`src/rtl/int_ctrl.sv`:
```
// Six-source interrupt controller: per-source level/edge mode, mask, fixed
// priority (source 0 highest) and a single-level request/service handshake
// towards the CP0 HWInt inputs.
module int_ctrl (
   input  logic        clk,
   input  logic        rst_n,
   input  logic [5:0]  irq_src,
   input  logic [1:0]  bus_addr,
   input  logic        bus_we,
   input  logic [31:0] bus_wdata,
   output logic [31:0] bus_rdata,
   output logic [5:0]  hwint,
   input  logic        int_taken
);

   typedef enum logic [1:0] {StIdle, StReq, StService} state_e;

   state_e      state_q, state_d;
   logic [5:0]  samp_q, samp_d;
   logic [5:0]  prev_q, prev_d;
   logic [5:0]  mask_q, mask_d;
   logic [5:0]  mode_q, mode_d;
   logic [5:0]  epend_q, epend_d;   // pending state of edge-mode sources only
   logic [2:0]  active_id_q, active_id_d;

   logic [5:0]  edge_ev;
   logic [5:0]  pend;
   logic [5:0]  act;
   logic [2:0]  top;
   logic        wr_mask, wr_mode, wr_pend, wr_eoi;
   logic        take;
   logic [5:0]  clr;

   assign wr_mask = bus_we && (bus_addr == 2'd0);
   assign wr_mode = bus_we && (bus_addr == 2'd1);
   assign wr_pend = bus_we && (bus_addr == 2'd2);
   assign wr_eoi  = bus_we && (bus_addr == 2'd3);

   assign edge_ev = samp_q & ~prev_q;
   // Level sources show the live sample; edge sources show the sticky bit.
   assign pend    = (mode_q & epend_q) | (~mode_q & samp_q);
   assign act     = pend & mask_q;
   assign take    = (state_q == StReq) && int_taken;

   // Lowest-index active source wins; 7 when nothing is active.
   always_comb begin
      top = 3'd7;
      for (int i = 5; i >= 0; i--) begin
         if (act[i]) top = 3'(i);
      end
   end

   // Next-state for input sampling, registers and edge pending bits.
   always_comb begin
      samp_d  = irq_src;
      prev_d  = samp_q;
      mask_d  = wr_mask ? bus_wdata[5:0] : mask_q;
      mode_d  = wr_mode ? bus_wdata[5:0] : mode_q;
      clr     = wr_pend ? bus_wdata[5:0] : 6'b0;
      // Shift by 7 (no source) yields zero, so no extra guard is needed.
      if (take) clr = clr | (6'd1 << top);
      // A new edge always beats a clear; level-mode bits hold no edge state.
      epend_d = mode_q & (edge_ev | (epend_q & ~clr));
   end

   // Request/service FSM and the latched in-service source id.
   always_comb begin
      state_d     = state_q;
      active_id_d = active_id_q;
      hwint       = 6'b0;
      unique case (state_q)
         StIdle: begin
            if (act != 6'b0) state_d = StReq;
         end
         StReq: begin
            hwint = act;
            if (int_taken) begin
               state_d     = StService;
               active_id_d = top;
            end else if (act == 6'b0) begin
               state_d = StIdle;
            end
         end
         StService: begin
            if (wr_eoi) begin
               state_d     = StIdle;
               active_id_d = 3'd7;
            end
         end
         default: begin
            state_d     = StIdle;
            active_id_d = 3'd7;
         end
      endcase
   end

   // Combinational register read; always reflects pre-write values.
   always_comb begin
      bus_rdata = 32'b0;
      unique case (bus_addr)
         2'd0: bus_rdata = {26'b0, mask_q};
         2'd1: bus_rdata = {26'b0, mode_q};
         2'd2: bus_rdata = {26'b0, pend};
         2'd3: bus_rdata = {24'b0, (state_q == StService), active_id_q, 1'b0, top};
         default: bus_rdata = 32'b0;
      endcase
   end

   // State registers with synchronous active-low reset.
   always_ff @(posedge clk) begin
      if (!rst_n) begin
         state_q     <= StIdle;
         samp_q      <= 6'b0;
         prev_q      <= 6'b0;
         mask_q      <= 6'b0;
         mode_q      <= 6'b0;
         epend_q     <= 6'b0;
         active_id_q <= 3'd7;
      end else begin
         state_q     <= state_d;
         samp_q      <= samp_d;
         prev_q      <= prev_d;
         mask_q      <= mask_d;
         mode_q      <= mode_d;
         epend_q     <= epend_d;
         active_id_q <= active_id_d;
      end
   end

endmodule

```
`config.mk`:
```
export PLATFORM = sky130hd
export DESIGN_NAME = int_ctrl
export DESIGN_NICKNAME = d
export VERILOG_FILES = /design/src/rtl/int_ctrl.sv
export SDC_FILE = /design/constraint.sdc
export NUM_CORES = 1
export LEC_CHECK = 0
export CAP_MARGIN = 20
export CORE_MARGIN = 5
export CORE_UTILIZATION = 34
export DETAILED_ROUTE_END_ITERATION = 12
export PLACE_DENSITY = 0.8
export SYNTH_ARGS = -nofsm -noshare
export SYNTH_HDL_FRONTEND = slang
export SYNTH_SLANG_ARGS = --single-unit
```
`constraint.sdc`:
```
create_clock -name clk -period 2 [get_ports clk]
set_input_delay 0.4 -clock clk [delete_from_list [all_inputs] [get_ports clk]]
set_output_delay 0.4 -clock clk [all_outputs]
set_load 0.02 [all_outputs]
```
==> impl_metrics.tcl <==
set metrics [dict create \
    status "finished with violations" \
    violations "negative setup slack" \
    crit_chain "buf_4 > mux2i_2 > a211oi_4 > a211oi_2 > mux4_2 > buf_6" \
    max_clock_freq_mhz 404.1 \
    drive_gt1_share_pct 36.99 \
    core-area_sq_mm 0.005473 \
    seq_area_sq_um 706.9 \
    hold_viol 0 \
    fin_area_sq_mm 0.002784 \
    io_buffers 31 \
    crit_path_top_delay_cell "mux4_2" \
    async_flop_share_pct 0 \
    drt-total-wl_mm 5.744 \
    arrival_ns 2.07 \
    syn2layout_area_growth_pct 46.67 \
    synth_warnings 0 \
    cts_made_buffers 5 \
    diodes 0 \
    cts-root-buf "clkbuf_8" \
    power.density_mw_per_mm2 558.7 \
    synth_edf_count 0 \
    synth_area_sq_mm 0.001898 \
    ys_ff_latch 35 \
    slew_violations 0 \
    die_w_um 84.72 \
    avgRoutedWirePerCell_um 15.78 \
    worst_slack_ns -0.4749 \
    cp_max_fo 5 \
    dieArea_sq_mm 0.007177 \
    place_area_sq_mm 0.002579 \
    min_path_type "register to register" \
    synth_cell_types 39 \
    yosysMostFrequentCell "dfxtp_1" \
    io_pins 82 \
    crit_path_start "mode_q[4]" \
    synth_fa_ha_area_share_pct 0 \
    start_kind "register" \
    grt_setup_unrepaired "yes" \
    r2r_cells 7 \
    fillers 500 \
    grt_max_degree 15 \
    rows 27 \
    clk_latency_ns 0.29 \
    synth_top_area_share_pct 36.91 \
    finalPower_mw 1.555 \
    vdd_drop_max_v 0.0002887 \
    path_depth 6 \
    die_y_um 84.72 \
    synth_xor_area_share_pct 0 \
    vias 1783 \
    finalCritPeriodShare_pct 123.7 \
    finalCriticalPeriod_ns 2.475 \
    yosys-top-cells-count "35 x dfxtp_1, 24 x buf_4, 22 x nand2_1" \
    muxShareOfSynthArea_pct 16.61 \
    initial_core_util_pct 34.68 \
    cp_top_family "multiplexers" \
    antenna_found_initial 0 \
    r2r_setup_slack_ns 0.04 \
    synth_area_leaders "dfxtp_1 37%, buf_4 9.5%, mux2i_1 6.3%" \
    place_congestion 0.8939 \
    final_antenna_net_count 0 \
    leakage_nw 1.243 \
    drt-initial-drc-count 158 \
    clk_pin_slew_ns 0.07 \
    dr.pass1.iters 5 \
    cpPeakStageDelay_ns 0.53 \
    crit_end "bus_rdata[0]" \
    drc 0 \
    grt_pass1_wl_mm 8.217 \
    htreeDepth 2 \
    cts_sinks 35 \
    synth.avg_cell_area_sq_um 9.396 \
    ys.flop_type "dfxtp_1" \
    r2r-start "mode_q[1]" \
    finClkSkew_ns 0.007075 \
    multi_input_area_sq_mm 0.001140 \
    cts_tree "built" \
    grt_use_total_pct 14.58 \
    ys_seq_area_share_pct 36.91 \
    syn_inst 202 \
    setup_violations 4 \
    clock_path_buffers 2 \
    synth_compound_area_share_pct 13.05 \
    grt_pass1_vias 1731 \
    synth_top_cell_by_area "dfxtp_1" \
    synth_top_family_by_area "simple AND/OR/NAND/NOR gates" \
    hp-start "active_id_q[2]" \
    synthSimpleGateAreaFrac_pct 21.23 \
    end_kind "output pin" \
    reg2reg_to "epend_q[5]" \
    dpl.hpwl_mm 3.995 \
    grt-ovfl-total 0 \
    num-nets-final 335 \
    cap_violations 0 \
    viasPerCell 4.898 \
    cp.required_ns 1.60 \
    crit_type "register to output pin" \
    cp_num_buf_inv 2 \
]
cell families (layout without fill, tap and decap cells):
family / Yosys count / in the layout
AO/OA/AOI/OAI: 31 / 31
AND/OR/NAND/NOR: 76 / 76
other: 1 / 24
buffers and inverters: 36 / 103
flip-flops: 35 / 35
multiplexers: 23 / 23
routing by layer:
metal	share of wire, %	vias to the layer above	GRT usage [%]
met5	0	-	0
met4	3.3	0	8.058
met3	5.6	20	3.337
met2	51	84	24.63
met1	40	849	16.92
li1	-	830	-
report_power, final:
part / internal, mW / total, mW / switching [mW]
clock: 0.244 / 0.497 / 0.253
sequential: 0.719 / 0.735 / 0.0160
combinational: 0.158 / 0.324 / 0.165
total: 1.12 / 1.56 / 0.434
worst min-delay path: stages, from the launching register on:
cell and delay [ns]:
dfxtp_1 0.33, o22ai_1 0.06, nand2_1 0.06
cells in the final DEF (no fill, tap or decap), drive strengths merged, types with 2 or more instances in the layout:
| cell | n |
|---|---|
| o21ai | 4 |
| dlygate4sd2 | 4 |
| clkdlybuf4s50 | 15 |
| mux2 | 6 |
| clkbuf | 10 |
| nor2 | 9 |
| nor2b | 12 |
| nand2 | 23 |
| conb | 24 |
| buf | 66 |
| nand4 | 2 |
| dfxtp | 35 |
| a31oi | 2 |
| a21oi | 9 |
| a211oi | 3 |
| nand3 | 3 |
| nand2b | 5 |
| and3 | 3 |
| o22ai | 3 |
| inv | 5 |
| nand3b | 3 |
| mux4 | 5 |
| and2 | 14 |
| mux2i | 12 |
| o311ai | 2 |
area by class of cell:
class,count,area share (%)
clock buffer,7,2.742
clock inverter,1,0.1798
inverter,5,0.6742
multi-input combinational,154,40.94
sequential,35,25.39
tap,72,3.236
timing repair buffer,90,26.83
stage by stage:
stage	TNS (ns)	worst slack, ns	instances	hold slack, ns	util (%)
2_1_floorplan	0	0.003729	225	0.4328	-
3_3_place_gp	-3.898	-0.5211	351	0.4502	47.12
3_5_place_dp	-4.053	-0.5574	351	0.4566	47.12
4_1_cts	-1.077	-0.3991	362	0.4749	50.14
5_1_grt	-1.374	-0.5106	364	0.5138	50.87
6_report	-1.188	-0.4749	364	0.4797	50.87
flip-flops by register name, indices dropped and copies added (netlist names):
register,flops
epend_q,6
prev_d,6
mask_q,6
state_q,2
prev_q,6
active_id_q,3
mode_q,6
timing repair:
| item | in CTS | in global routing |
|---|---|---|
| resized for setup | 71 | 15 |
| buffers inserted | 3 | 3 |
| pin swaps | 7 | 4 |
| hold buffers | 0 | 0 |
| endpoints found under the setup margin | 14 | 11 |
worst min path at each step:
| stage | end | slack (ns) | depth (start not counted) |
|---|---|---|---|
| 2_1_floorplan | active_id_q[2] | 0.43 | 2 |
| 3_3_place_gp | active_id_q[2] | 0.45 | 2 |
| 3_5_place_dp | active_id_q[1] | 0.46 | 2 |
| 4_1_cts | active_id_q[1] | 0.47 | 2 |
| 5_1_grt | epend_q[0] | 0.51 | 2 |
| 6_report | active_id_q[2] | 0.48 | 2 |
(Power assumes the default switching activity.)
